File: src/rtl/ts_serial_tx_pkg.sv
// ts_serial_tx_pkg: shared TS constants and the buffer reader state encoding
// Also used by the EP2 control reader, which follows the same arm/ack handshake.
package ts_serial_tx_pkg;
   localparam logic [7:0] TS_SYNC_BYTE = 8'h47;
   localparam int TS_PKT_LEN = 188;
   typedef enum logic [2:0] {R_IDLE, R_ADDR, R_WAIT, R_HOLD, R_ARM} rd_state_t;
endpackage

File: src/rtl/ts_serial_tx_buf_out_reader.sv
// ts_serial_tx_buf_out_reader: drains an OUT endpoint buffer into a one-byte holding register
// Ports: clk/reset; buf_out_* endpoint buffer read and arm/ack handshake;
//        byte_data/byte_valid hold the fetched byte until byte_ready consumes it;
//        idle is high when no buffer is in progress.
module ts_serial_tx_buf_out_reader
   import ts_serial_tx_pkg::*;
#(
   parameter int RD_LAT = 2,
   parameter int BUF_MAX = 512
) (
   input  logic       clk,
   input  logic       reset,
   input  logic       buf_out_hasdata,
   input  logic [9:0] buf_out_len,
   input  logic [7:0] buf_out_q,
   output logic [8:0] buf_out_addr,
   output logic       buf_out_arm,
   input  logic       buf_out_arm_ack,
   output logic [7:0] byte_data,
   output logic       byte_valid,
   input  logic       byte_ready,
   output logic       idle
);
   localparam logic [3:0] LAT = 4'(RD_LAT);
   localparam logic [9:0] MAXL = 10'(BUF_MAX);
   rd_state_t st;
   logic [9:0] len, idx;
   logic [3:0] wcnt;
   logic s1, s2, s3;
   assign idle = st == R_IDLE;
   always_ff @(posedge clk or posedge reset)
      if (reset) begin
         st <= R_IDLE;
         len <= '0;
         idx <= '0;
         wcnt <= '0;
         buf_out_addr <= '0;
         buf_out_arm <= 1'b0;
         byte_data <= '0;
         byte_valid <= 1'b0;
         s1 <= 1'b0;
         s2 <= 1'b0;
         s3 <= 1'b0;
      end else begin
         // ack comes from another clock domain: two-flop sync plus an edge register
         s1 <= buf_out_arm_ack;
         s2 <= s1;
         s3 <= s2;
         case (st)
            R_IDLE:
               if (buf_out_hasdata) begin
                  len <= buf_out_len > MAXL ? MAXL : buf_out_len;
                  idx <= '0;
                  st <= buf_out_len == '0 ? R_ARM : R_ADDR;
                  buf_out_arm <= buf_out_len == '0;
               end
            R_ADDR: begin
               buf_out_addr <= idx[8:0];
               wcnt <= '0;
               st <= R_WAIT;
            end
            R_WAIT:
               if (wcnt == LAT) begin
                  byte_data <= buf_out_q;
                  byte_valid <= 1'b1;
                  st <= R_HOLD;
               end else wcnt <= wcnt + 1'b1;
            R_HOLD:
               if (byte_ready) begin
                  byte_valid <= 1'b0;
                  idx <= idx + 1'b1;
                  st <= idx + 1'b1 == len ? R_ARM : R_ADDR;
                  buf_out_arm <= idx + 1'b1 == len;
               end
            R_ARM:
               if (s2 && !s3) begin
                  buf_out_arm <= 1'b0;
                  st <= R_IDLE;
               end
            default: st <= R_IDLE;
         endcase
      end
endmodule

File: src/rtl/ts_serial_tx.sv
// ts_serial_tx: serializes host-written OUT buffer bytes as a 188-byte MPEG-TS serial stream
// Ports: clk/reset; enable allows a new packet to start; buf_out_* endpoint buffer
//        interface; ts_clk/ts_data/ts_valid/ts_start serial TS output (MSB first,
//        data valid on ts_clk rising); busy, pkt_cnt (wraps), drop_cnt (saturates).
module ts_serial_tx
   import ts_serial_tx_pkg::*;
#(
   parameter int CLK_DIV = 2,
   parameter int RD_LAT = 2,
   parameter int BUF_MAX = 512
) (
   input  logic        clk,
   input  logic        reset,
   input  logic        enable,
   input  logic        buf_out_hasdata,
   input  logic [9:0]  buf_out_len,
   input  logic [7:0]  buf_out_q,
   output logic [8:0]  buf_out_addr,
   output logic        buf_out_arm,
   input  logic        buf_out_arm_ack,
   output logic        ts_clk,
   output logic        ts_data,
   output logic        ts_valid,
   output logic        ts_start,
   output logic        busy,
   output logic [15:0] pkt_cnt,
   output logic [15:0] drop_cnt
);
   localparam logic [7:0] DIVM = 8'(CLK_DIV - 1);
   localparam logic [7:0] PKTM = 8'(TS_PKT_LEN - 1);
   logic [7:0] dcnt, hold, sh, pbc;
   logic [3:0] bits;
   logic full, idle, fall, hunt, load, stb, lst;
   ts_serial_tx_buf_out_reader #(.RD_LAT(RD_LAT), .BUF_MAX(BUF_MAX)) u_buf_out_reader (
      .clk(clk),
      .reset(reset),
      .buf_out_hasdata(buf_out_hasdata),
      .buf_out_len(buf_out_len),
      .buf_out_q(buf_out_q),
      .buf_out_addr(buf_out_addr),
      .buf_out_arm(buf_out_arm),
      .buf_out_arm_ack(buf_out_arm_ack),
      .byte_data(hold),
      .byte_valid(full),
      .byte_ready(hunt || load),
      .idle(idle)
   );
   assign fall = ts_clk && dcnt == DIVM;
   // out-of-sync bytes at a packet boundary are discarded without waiting for a bit slot
   assign hunt = full && pbc == '0 && hold != TS_SYNC_BYTE;
   assign load = full && fall && bits == '0 && (pbc != '0 || (enable && hold == TS_SYNC_BYTE));
   assign busy = !idle || bits != '0 || pbc != '0;
   always_ff @(posedge clk or posedge reset)
      if (reset) begin
         dcnt <= '0;
         ts_clk <= 1'b0;
         ts_data <= 1'b0;
         ts_valid <= 1'b0;
         ts_start <= 1'b0;
         sh <= '0;
         bits <= '0;
         stb <= 1'b0;
         lst <= 1'b0;
         pbc <= '0;
         pkt_cnt <= '0;
         drop_cnt <= '0;
      end else begin
         dcnt <= dcnt == DIVM ? '0 : dcnt + 1'b1;
         if (dcnt == DIVM) ts_clk <= !ts_clk;
         if (hunt && drop_cnt != 16'hFFFF) drop_cnt <= drop_cnt + 1'b1;
         if (fall) begin
            // the final byte of a packet counts once its eighth bit period is over
            if (bits == '0 && lst) begin
               pkt_cnt <= pkt_cnt + 1'b1;
               lst <= 1'b0;
            end
            if (bits != '0) begin
               ts_data <= sh[7];
               sh <= {sh[6:0], 1'b0};
               bits <= bits - 1'b1;
               ts_valid <= 1'b1;
               ts_start <= stb;
            end else if (load) begin
               ts_data <= hold[7];
               sh <= {hold[6:0], 1'b0};
               bits <= 4'd7;
               ts_valid <= 1'b1;
               ts_start <= pbc == '0;
               stb <= pbc == '0;
               lst <= pbc == PKTM;
               pbc <= pbc == PKTM ? '0 : pbc + 1'b1;
            end else begin
               ts_data <= 1'b0;
               ts_valid <= 1'b0;
               ts_start <= 1'b0;
            end
         end
      end
endmodule

File: config.mk
export PLATFORM = sky130hd
export DESIGN_NAME = ts_serial_tx
export DESIGN_NICKNAME = d
export VERILOG_FILES = /design/src/rtl/ts_serial_tx_pkg.sv /design/src/rtl/ts_serial_tx_buf_out_reader.sv /design/src/rtl/ts_serial_tx.sv
export SDC_FILE = /design/constraint.sdc
export NUM_CORES = 1
export LEC_CHECK = 0
export BUFFER_PORTS_ARGS = -buffer_cell sky130_fd_sc_hd__buf_2
export CORE_ASPECT_RATIO = 1.5
export CORE_MARGIN = 8
export CORE_UTILIZATION = 40
export DETAILED_ROUTE_END_ITERATION = 8
export HOLD_SLACK_MARGIN = 0.15
export SLEW_MARGIN = 25
export SYNTH_ARGS = -nofsm -noshare
export SYNTH_HDL_FRONTEND = slang
export SYNTH_SLANG_ARGS = --single-unit
File: constraint.sdc
create_clock -name clk -period 4.65 [get_ports clk]
set_input_delay 0.6975 -clock clk [delete_from_list [all_inputs] [get_ports clk]]
set_output_delay 0.6975 -clock clk [all_outputs]
set_load 0.01 [all_outputs]
==> results of run 1 <==
## cells in the mapped netlist, types with 3 or more instances
cell type | count | area share [%]
clkbuf_1 | 13 | 0.89
ha_1 | 10 | 2.3
inv_1 | 17 | 1.2
o211ai_1 | 3 | 0.41
nor2b_1 | 3 | 0.34
nand3_1 | 35 | 3.2
nand4_1 | 15 | 1.7
o22ai_1 | 3 | 0.34
xnor2_1 | 30 | 4.8
dfrtp_1 | 114 | 52
a31oi_1 | 7 | 0.80
and3_1 | 14 | 1.6
mux2_2 | 21 | 4.3
xor2_1 | 24 | 3.8
nor3_1 | 12 | 1.1
a21oi_1 | 12 | 1.1
nand2b_1 | 15 | 1.7
a21o_1 | 3 | 0.41
or3_1 | 11 | 1.3
o21ai_0 | 30 | 2.7
nand2_1 | 67 | 4.6
buf_2 | 4 | 0.37
nor4_1 | 3 | 0.34
and2_1 | 4 | 0.46
a31o_2 | 4 | 0.64
nor2_1 | 34 | 2.3
## logic make-up (layout without fill, tap and decap cells)
logic type               count (synthesis)  in the layout
AO/OA/AOI/OAI                           74             74
multiplexers                            24             24
AND/OR/NAND/NOR                        227            227
XOR/XNOR                                54             54
flip-flops                             114            114
buffers and inverters                   35            123
adder cells (fa/ha/maj)                 11             11
## per-stage QoR
step	util, %	cells	hold slack, ps	power [W]
final	49.4	789	297	0.00302
after global routing	49.4	789	347	0.00317
after CTS	49.4	789	302	0.00305
after detailed placement	44.7	757	336	0.00165
after global placement	44.7	757	341	0.00164
after floorplan	-	539	331	0.00152
## sequential cells by signal, indices dropped and copies added (netlist names), named ones only
register	cells
ts_start	1
u_buf_out_reader.st	3
u_buf_out_reader.wcnt	4
dcnt	8
drop_cnt	16
u_buf_out_reader.len	10
u_buf_out_reader.buf_out_addr	9
pbc	8
u_buf_out_reader.byte_valid	1
u_buf_out_reader.s2	1
u_buf_out_reader.byte_data	8
ts_clk	1
u_buf_out_reader.buf_out_arm	1
pkt_cnt	16
ts_data	1
u_buf_out_reader.s3	1
stb	1
ts_valid	1
sh	7
u_buf_out_reader.idx	10
u_buf_out_reader.s1	1
bits	4
## routing by layer
metal / vias up / routed length [um] / GRT usage (%)
met3: 20 / 401 / 3.24
li1: 2027 / - / -
met4: 0 / 235 / 7.43
met5: - / 0 / 0
met2: 72 / 6820 / 26.2
met1: 2059 / 4870 / 15.4
## worst max-delay path, stage by stage, from the launching register on
cell and delay [ps]:
dfrtp_1 400, inv_1 90, ha_1 210, nor3b_1 370, buf_4 260, nand3_1 130
buf_2 180
## report_power, final
| part | internal (W) | switching, W | total [W] |
|---|---|---|---|
| Combinational | 0.000190 | 0.000218 | 0.000407 |
| Sequential | 0.00112 | 0.000104 | 0.00122 |
| Clock | 0.000923 | 0.000464 | 0.00139 |
## cell usage in the layout (no fill, tap or decap), types with 11 or more instances in the layout
cell       synthesis  layout
xnor2_1           30      30
nor2_1            34      34
nand4_1           15      15
nand2b_1          15      15
nand3_1           35      35
clkbuf_16          0      17
buf_2              4      69
a21oi_1           12      12
mux2_2            21      21
and3_1            14      14
o21ai_0           30      30
nor3_1            12      12
dfrtp_1          114     114
xor2_1            24      24
nand2_1           67      67
or3_1             11      11
inv_1             17      16
## layout make-up
class,instances,area share [%]
Sequential cell,114,43.1
Tap cell,162,3.06
Timing Repair Buffer,74,5.78
Multi-Input combinational cell,390,37.5
Clock inverter,13,2.76
Inverter,17,1.00
Clock buffer,19,6.84
## worst min path at each step
| stage | to | slack, ps | startpoint |
|---|---|---|---|
| 6_report | drop_cnt[10] | 300 | reset |
| 3_3_place_gp | u_buf_out_reader.s2 | 340 | u_buf_out_reader.s1 |
| 4_1_cts | drop_cnt[11] | 300 | reset |
| 2_1_floorplan | u_buf_out_reader.s2 | 330 | u_buf_out_reader.s1 |
| 3_5_place_dp | u_buf_out_reader.s2 | 340 | u_buf_out_reader.s1 |
| 5_1_grt | drop_cnt[11] | 350 | reset |
==> flow_metrics.py, run 1 <==
metrics = {
    "timing": {
        "fmax_mhz": 364,
        "timing.setup.tns_ps": 0,
        "tightest_slew_ps": 882,
        "maxSlewHeadroom_pct": 41.1,
        "hold_viol": 0,
        "clock-skew-final_ps": 7.37,
        "setup_slack_ps": 1900,
        "fin_crit_ps": 2750,
        "final_max_slew_viol_count": 0,
        "setup_viol": 0,
        "rsz0062_at_grt": "no",
        "layout_worst_path_cycle_share_pct": 59.2,
    },
    "power_and_ir_drop": {
        "p_per_area_mw_per_mm2": 456,
        "ir_drop_mv": 0.261,
        "p_leak_nw": 3.13,
    },
    "clock_tree": {
        "cts_tree": "yes",
        "insertion_delay_ps": 410,
        "post-cts-setup-buffer-count": 0,
        "clk_pin_slew_ps": 60,
        "cts_root_buf": "clkbuf_16",
        "htreeDepth": 4,
        "cts_sinks": 114,
        "clock_path_buffers": 2,
        "cts_resized": 0,
        "numCtsBuffers": 17,
        "hold_buffers": 0,
    },
    "synthesis": {
        "ys_seq_elements": 114,
        "ys_seq_area_share_pct": 52.1,
        "yosys_warnings": 0,
        "synth_top_family_by_area": "simple AND/OR/NAND/NOR gates",
        "synth_xor_area_share_pct": 8.64,
        "synth_adder_area_share_pct": 2.47,
        "synth-async-reset-ratio_pct": 100,
        "syn_area_per_cell_um2": 10.2,
        "synth_edf_count": 0,
        "synth_compound_area_share_pct": 8.28,
        "synth-simple-area-share_pct": 21.1,
        "synth_nets": 572,
        "muxShareOfSynthArea_pct": 4.89,
        "synth_cell_types": 51,
        "synth_area_mm2": 0.00547,
        "ys.flop_type": "dfrtp_1",
        "synthCells": 539,
    },
    "run_status": {
        "status": "finished clean",
    },
    "finish": {
        "diodes": 0,
        "drive_above_1_share_pct": 22.2,
        "regArea_mm2": 0.00285,
        "synthToLayoutAreaGrowth_pct": 21.0,
        "multiInputGateArea_mm2": 0.00248,
        "fill_cells": 1267,
        "nNetsFinal": 647,
        "stdcell_area_mm2": 0.00662,
    },
    "global_route": {
        "antenna_found_initial": 0,
        "grt_max_degree": 47,
        "grt_pass1_wl_um": 21200,
        "grt_overflow": 0,
        "grt_pass1_vias": 4415,
        "grt_usage_pct": 14.6,
    },
    "placement": {
        "gp_congestion": 0.828,
        "dpl-instance-area_mm2": 0.00599,
        "dpl.hpwl_um": 9070,
        "portBuffers": 69,
        "place_ws_ps": 2050,
    },
    "worst_setup_path": {
        "r2r-start": "bits[0]",
        "r2r_end": "pkt_cnt[13]",
        "path_max_fanout": 12,
        "critPathCaptureType": "primary output",
        "cp.arrival_ps": 2050,
        "path_class": "flop to primary output",
        "required_ps": 3950,
        "crit_start": "bits[0]",
        "crit_end": "busy",
        "reg2reg_depth": 9,
        "r2r_setup_slack_ps": 2020,
        "critPathLaunchType": "flop",
    },
    "detailed_routing": {
        "via_per_inst": 5.30,
        "drt-total-wl_um": 12300,
        "ant_nets": 0,
        "drc": 0,
        "wl_per_cell_um": 15.6,
        "dr.first_iter.drc_count": 147,
        "drt_pre_antenna_iters": 5,
        "vias": 4178,
    },
    "floorplanning": {
        "boundaryPins": 70,
        "core_mm2": 0.0134,
        "die_area_mm2": 0.0178,
        "die-height_um": 159,
        "die_w_um": 111,
        "initial_core_util_pct": 40.8,
        "placementRows": 52,
    },
    "job": {
        "max_cap_viol_count": 0,
    },
    "min_path": {
        "min-delay-path-class": "primary input to async pin",
    },
}
Note: power is estimated with default switching activity, not from simulation.
==> inputs of run 2 (changes only) <==
--- a/config.mk
+++ b/config.mk
@@ -5,6 +5,7 @@
 export SDC_FILE = /design/constraint.sdc
 export NUM_CORES = 1
 export LEC_CHECK = 0
+export ABC_AREA = 1
 export BUFFER_PORTS_ARGS = -buffer_cell sky130_fd_sc_hd__buf_2
 export CORE_ASPECT_RATIO = 1.5
 export CORE_MARGIN = 8
==> constraint.sdc (replaced) <==
create_clock -name clk -period 2.7 [get_ports clk]
set_input_delay 0.405 -clock clk [delete_from_list [all_inputs] [get_ports clk]]
set_output_delay 0.405 -clock clk [all_outputs]
set_load 0.01 [all_outputs]
==> run 2 against run 1 <==
  * Wire length is 7.8% higher
  * Power rose by 110%
  * Core utilization is 0.16 points lower
==> flow_metrics.py, run 2 <==
metrics = {
    "power_and_ir_drop": {
        "power.total_w": 0.00643,
        "p_per_area_mw_per_mm2": 907,
        "ir_drop_mv": 0.566,
        "p_leak_nw": 3.55,
    },
    "worst_setup_path": {
        "critPathCaptureType": "primary output",
        "path_class": "flop to primary output",
        "required_ps": 2300,
        "cp.arrival_ps": 1870,
        "reg2reg_depth": 11,
        "r2r_setup_slack_ps": 600,
        "r2r-start": "pbc[0]",
        "critPathLaunchType": "flop",
        "path_max_fanout": 10,
        "r2r_end": "drop_cnt[6]",
    },
    "floorplanning": {
        "die-height_um": 164,
        "initial_core_util_pct": 40.5,
        "die_w_um": 115,
        "boundaryPins": 70,
        "placementRows": 54,
        "die_area_mm2": 0.0188,
        "core_mm2": 0.0144,
    },
    "detailed_routing": {
        "via_per_inst": 4.79,
        "drt-total-wl_um": 13300,
        "dr.first_iter.drc_count": 231,
        "drt_pre_antenna_iters": 4,
        "wl_per_cell_um": 13.6,
        "vias": 4672,
        "ant_nets": 0,
        "drc": 0,
    },
    "synthesis": {
        "synth_edf_count": 0,
        "synth_nets": 712,
        "synth_area_mm2": 0.00583,
        "synth_common_cells": "161 x nand2_1, 114 x dfrtp_1, 88 x inv_1",
        "yosysMostFrequentCell": "nand2_1",
        "yosys.area.top_type": "dfrtp_1",
        "synth_cell_types": 44,
        "synth_area_leaders": "dfrtp_1 49%, nand2_1 10%, inv_1 5.7%",
        "synth-async-reset-ratio_pct": 100,
        "ys.flop_type": "dfrtp_1",
        "synth_top_area_share_pct": 49.0,
        "synthCells": 679,
        "ys_seq_area_share_pct": 49.0,
        "yosys_warnings": 0,
        "ys_seq_elements": 114,
        "syn_area_per_cell_um2": 8.58,
    },
    "timing": {
        "layout_worst_path_cycle_share_pct": 84.1,
        "fmax_mhz": 440,
        "setup_viol": 0,
        "final_max_slew_viol_count": 0,
        "hold_viol": 0,
        "rsz0062_at_grt": "no",
        "setup_slack_ps": 429,
        "fin_crit_ps": 2270,
        "maxSlewHeadroom_pct": 49.2,
        "timing.setup.tns_ps": 0,
        "clock-skew-final_ps": 11.0,
        "tightest_slew_ps": 760,
    },
    "clock_tree": {
        "cts_root_buf": "clkbuf_16",
        "clk_pin_slew_ps": 50,
        "cts_resized": 0,
        "insertion_delay_ps": 420,
        "cts_sinks": 114,
        "cts_tree": "yes",
        "numCtsBuffers": 17,
        "htreeDepth": 4,
        "clock_path_buffers": 2,
    },
    "global_route": {
        "grt_usage_pct": 15.4,
        "antenna_found_initial": 0,
        "grt_pass1_wl_um": 22700,
        "grt_overflow": 0,
        "grt_pass1_vias": 4868,
        "grt_max_degree": 45,
    },
    "finish": {
        "final_common_cell": "nand2_1",
        "final_util_pct": 49.3,
        "drive_above_1_share_pct": 20.7,
        "diodes": 0,
        "mostFrequentLayoutCells": "161 x nand2_1, 114 x dfrtp_1, 87 x inv_1",
        "nNetsFinal": 799,
        "top_regs": "drop_cnt x16, pkt_cnt x16",
        "synthToLayoutAreaGrowth_pct": 21.7,
    },
    "placement": {
        "dpl.hpwl_um": 10100,
        "portBuffers": 69,
        "gp_congestion": 0.826,
        "place_ws_ps": 557,
    },
    "min_path": {
        "min-delay-path-class": "primary input to flop",
        "min_to": "u_buf_out_reader.len[3]",
        "hold_depth": 3,
        "hp-start": "buf_out_len[3]",
    },
    "run_status": {
        "status": "finished clean",
    },
    "job": {
        "max_cap_viol_count": 0,
    },
}
[run 2: cell types whose count changed after synthesis, moves of 14 or more]
cell	previous run	this run
nand2_1	67	161
xnor2_1	30	10
nand3_1	35	51
mux2_2	21	6
nor2_1	34	57
and3_1	14	0
inv_1	17	88
nand2b_1	15	0
[run 2: cells by family after synthesis]
kind of cell | synth area share [%]
flip-flops | 49.0
multiplexers | 1.16
AO/OA/AOI/OAI | 7.69
adder cells (fa/ha/maj) | 2.15
buffers and inverters | 7.54
AND/OR/NAND/NOR | 26.3
XOR/XNOR | 6.16
[run 2: through the flow]
step	hold WS, ps	area, um^2	instances
CTS	193	7090	975
detailed placement	338	6420	941
finish	207	7090	975
global placement	332	6420	941
global route	210	7090	975
floorplan	331	5830	679
[run 2: worst max-delay path by stage]
stage	start	to	slack, ps	depth (start not counted)
floorplan	reset	async pin	910	1
global placement	pbc[0]	drop_cnt[6]	690	11
detailed placement	pbc[0]	drop_cnt[6]	560	11
CTS	bits[0]	busy	370	6
global route	bits[0]	busy	290	6
finish	bits[0]	busy	430	6
[run 2: area by class of cell]
class	count	area [um^2]
timing repair buffer	76	428
clock buffer	23	498
tap	196	245
fill	1355	7300
sequential	114	2850
multi-input combinational	457	2530
clock inverter	9	150
inverter	100	380
[run 2: worst max-delay path, stage by stage, from the launching register on]
cell,delay [ps]
dfrtp_1,360
inv_1,100
ha_1,190
nand3_2,240
inv_2,250
nand3_1,140
buf_2,170
[run 2: power by group]
group | switching [W] | internal (W)
registers | 0.000280 | 0.00210
clock network | 0.000772 | 0.00166
logic | 0.00102 | 0.000593
[run 2: what timing repair did]
item	CTS	global route
setup endpoints to repair	0	0
hold buffers	2	0
setup buffers	0	0
endpoints found under the hold margin	31	0
[run 2: per-layer routing]
layer,GRT usage [%],vias to the layer above,wire (um)
li1,-,2350,-
met1,15.7,2220,5330
met2,28.2,82,7200
met3,4.34,20,501
met4,7.23,0,256
met5,0,-,0
==> inputs of run 3 (changes only) <==
==> constraint.sdc (replaced) <==
create_clock -name clk -period 2.33 [get_ports clk]
set_input_delay 0.3495 -clock clk [delete_from_list [all_inputs] [get_ports clk]]
set_output_delay 0.3495 -clock clk [all_outputs]
set_load 0.01 [all_outputs]
==> run 3 against run 2 <==
  * Clock skew decreased by 1.8 ps
  * Final cell count unchanged
  * Die area unchanged
  * Global-route usage down 0.56 points
  * Sequential power grew 16%
  * Clock-buffer cell count fell by 5
  * Largest power group unchanged
  * Non-clock buffer count stayed put
  * Final area did not move
==> flow_metrics.py, run 3 (same netlist as run 2, synthesis figures left out) <==
metrics = {
    "run_status": {
        "status": "finished clean",
    },
    "worst_setup_path": {
        "slowest_delay_ps": 360,
        "path_class": "flop to primary output",
        "worst-path-stages": 6,
        "cp.arrival_ps": 1770,
        "r2r_setup_slack_ps": 230,
        "path_max_fanout": 10,
        "crit_family": "buffers and inverters",
        "critPathLaunchType": "flop",
        "reg2reg_depth": 11,
        "path_cells": "inv_1 > ha_1 > nand3_4 > inv_4 > nand3_1 > buf_2",
        "critPathCaptureType": "primary output",
        "required_ps": 1980,
        "cp.buffers_inverters": 3,
        "cpMaxStageDelayCell": "dfrtp_1",
    },
    "floorplanning": {
        "die_area_mm2": 0.0188,
        "die_w_um": 115,
        "initial_core_util_pct": 40.5,
        "die-height_um": 164,
        "boundaryPins": 70,
        "core_mm2": 0.0144,
        "placementRows": 54,
    },
    "timing": {
        "rsz0062_at_grt": "no",
        "setup_slack_ps": 208,
        "setup_viol": 0,
        "tightest_slew_ps": 669,
        "hold_viol": 0,
        "timing.setup.tns_ps": 0,
        "maxSlewHeadroom_pct": 55.4,
        "fin_crit_ps": 2120,
        "layout_worst_path_cycle_share_pct": 91.1,
        "clock-skew-final_ps": 9.27,
        "final_max_slew_viol_count": 0,
        "fmax_mhz": 471,
    },
    "global_route": {
        "grt_max_degree": 115,
        "grt_pass1_wl_um": 22100,
        "grt_pass1_vias": 4819,
        "grt_usage_pct": 14.8,
        "antenna_found_initial": 0,
        "grt_overflow": 0,
    },
    "placement": {
        "portBuffers": 69,
        "dpl.hpwl_um": 9750,
        "dpl-instance-area_mm2": 0.00641,
        "gp_congestion": 0.825,
        "place_ws_ps": 219,
    },
    "min_path": {
        "min-delay-path-class": "primary input to flop",
        "hold_depth": 2,
    },
    "finish": {
        "final_common_cell": "nand2_1",
        "mostFrequentLayoutCells": "161 x nand2_1, 114 x dfrtp_1, 87 x inv_1",
        "stdcell_area_mm2": 0.00709,
        "drive_above_1_share_pct": 20.8,
        "synthToLayoutAreaGrowth_pct": 21.7,
        "nNetsFinal": 799,
        "diodes": 0,
        "top_regs": "drop_cnt x16, pkt_cnt x16",
    },
    "detailed_routing": {
        "drc": 0,
        "wl_met3_um": 473,
        "highest_layer": "met4",
        "wl_per_cell_um": 13.3,
        "drt-total-wl_um": 13000,
        "drt-met1-wl_um": 5050,
        "wl_met2_um": 7110,
        "vias": 4647,
        "via_per_inst": 4.77,
        "ant_nets": 0,
        "dr.first_iter.drc_count": 198,
        "drt_pre_antenna_iters": 4,
    },
    "clock_tree": {
        "insertion_delay_ps": 410,
        "post-cts-setup-buffer-count": 0,
        "numCtsBuffers": 17,
        "cts_root_buf": "clkbuf_16",
        "clock_path_buffers": 2,
        "cts_tree": "yes",
        "clk_pin_slew_ps": 60,
        "htreeDepth": 4,
        "cts_sinks": 114,
    },
    "power_and_ir_drop": {
        "p_leak_nw": 3.54,
        "pwr-share-clk_pct": 37.9,
        "p_comb_share_pct": 25.4,
        "swShare_pct": 32.5,
        "p_per_area_mw_per_mm2": 1060,
        "switchingPower_w": 0.00243,
        "power_frac_seq_pct": 36.7,
        "p_int_w": 0.00505,
        "ir_drop_mv": 0.493,
    },
    "job": {
        "max_cap_viol_count": 0,
    },
}
-- run 3: power by group through the flow --
| stage | combinational [W] | clock [W] | sequential [W] |
|---|---|---|---|
| floorplan | 0.00140 | 0 | 0.00274 |
| global placement | 0.00185 | 0 | 0.00276 |
| detailed placement | 0.00190 | 0 | 0.00278 |
| CTS | 0.00192 | 0.00289 | 0.00275 |
| global route | 0.00217 | 0.00298 | 0.00281 |
| finish | 0.00190 | 0.00284 | 0.00275 |
-- run 3: what timing repair did --
item,4_1_cts,5_1_grt
hold endpoints to repair,3,0
hold buffers,2,0
resized for setup,0,2
setup endpoints to repair,0,1
-- run 3: per-layer routing --
layer | global-route usage, % | vias up
met4 | 8.02 | 0
met5 | 0 | -
li1 | - | 2351
met3 | 3.61 | 29
met2 | 27.9 | 92
met1 | 14.4 | 2175
-- run 3: worst paths after layout --
path	startpoint	to
min in group asynchronous	reset	drop_cnt[9]
setup reg to reg	pbc[0]	drop_cnt[12]
setup / recovery	bits[0]	busy
hold / removal	buf_out_q[3]	u_buf_out_reader.byte_data[3]
max in group asynchronous	reset	stb
hold reg to reg	u_buf_out_reader.s1	u_buf_out_reader.s2
-- run 3: final cells by class --
| type | count | area [um^2] |
|---|---|---|
| clock inverter | 14 | 211 |
| tap | 196 | 245 |
| timing repair buffer | 76 | 415 |
| inverter | 100 | 383 |
| clock buffer | 18 | 439 |
| sequential | 114 | 2850 |
| fill | 1390 | 7300 |
| multi-input combinational | 457 | 2540 |
-- run 3: per-stage QoR --
stage	instances	util, %	hold WS (ps)	power [W]
after global placement	941	44.5	333	0.00461
after CTS	975	49.2	159	0.00755
final	975	49.3	171	0.00748
after detailed placement	941	44.5	338	0.00468
after global routing	975	49.3	165	0.00796
after floorplan	679	-	331	0.00414
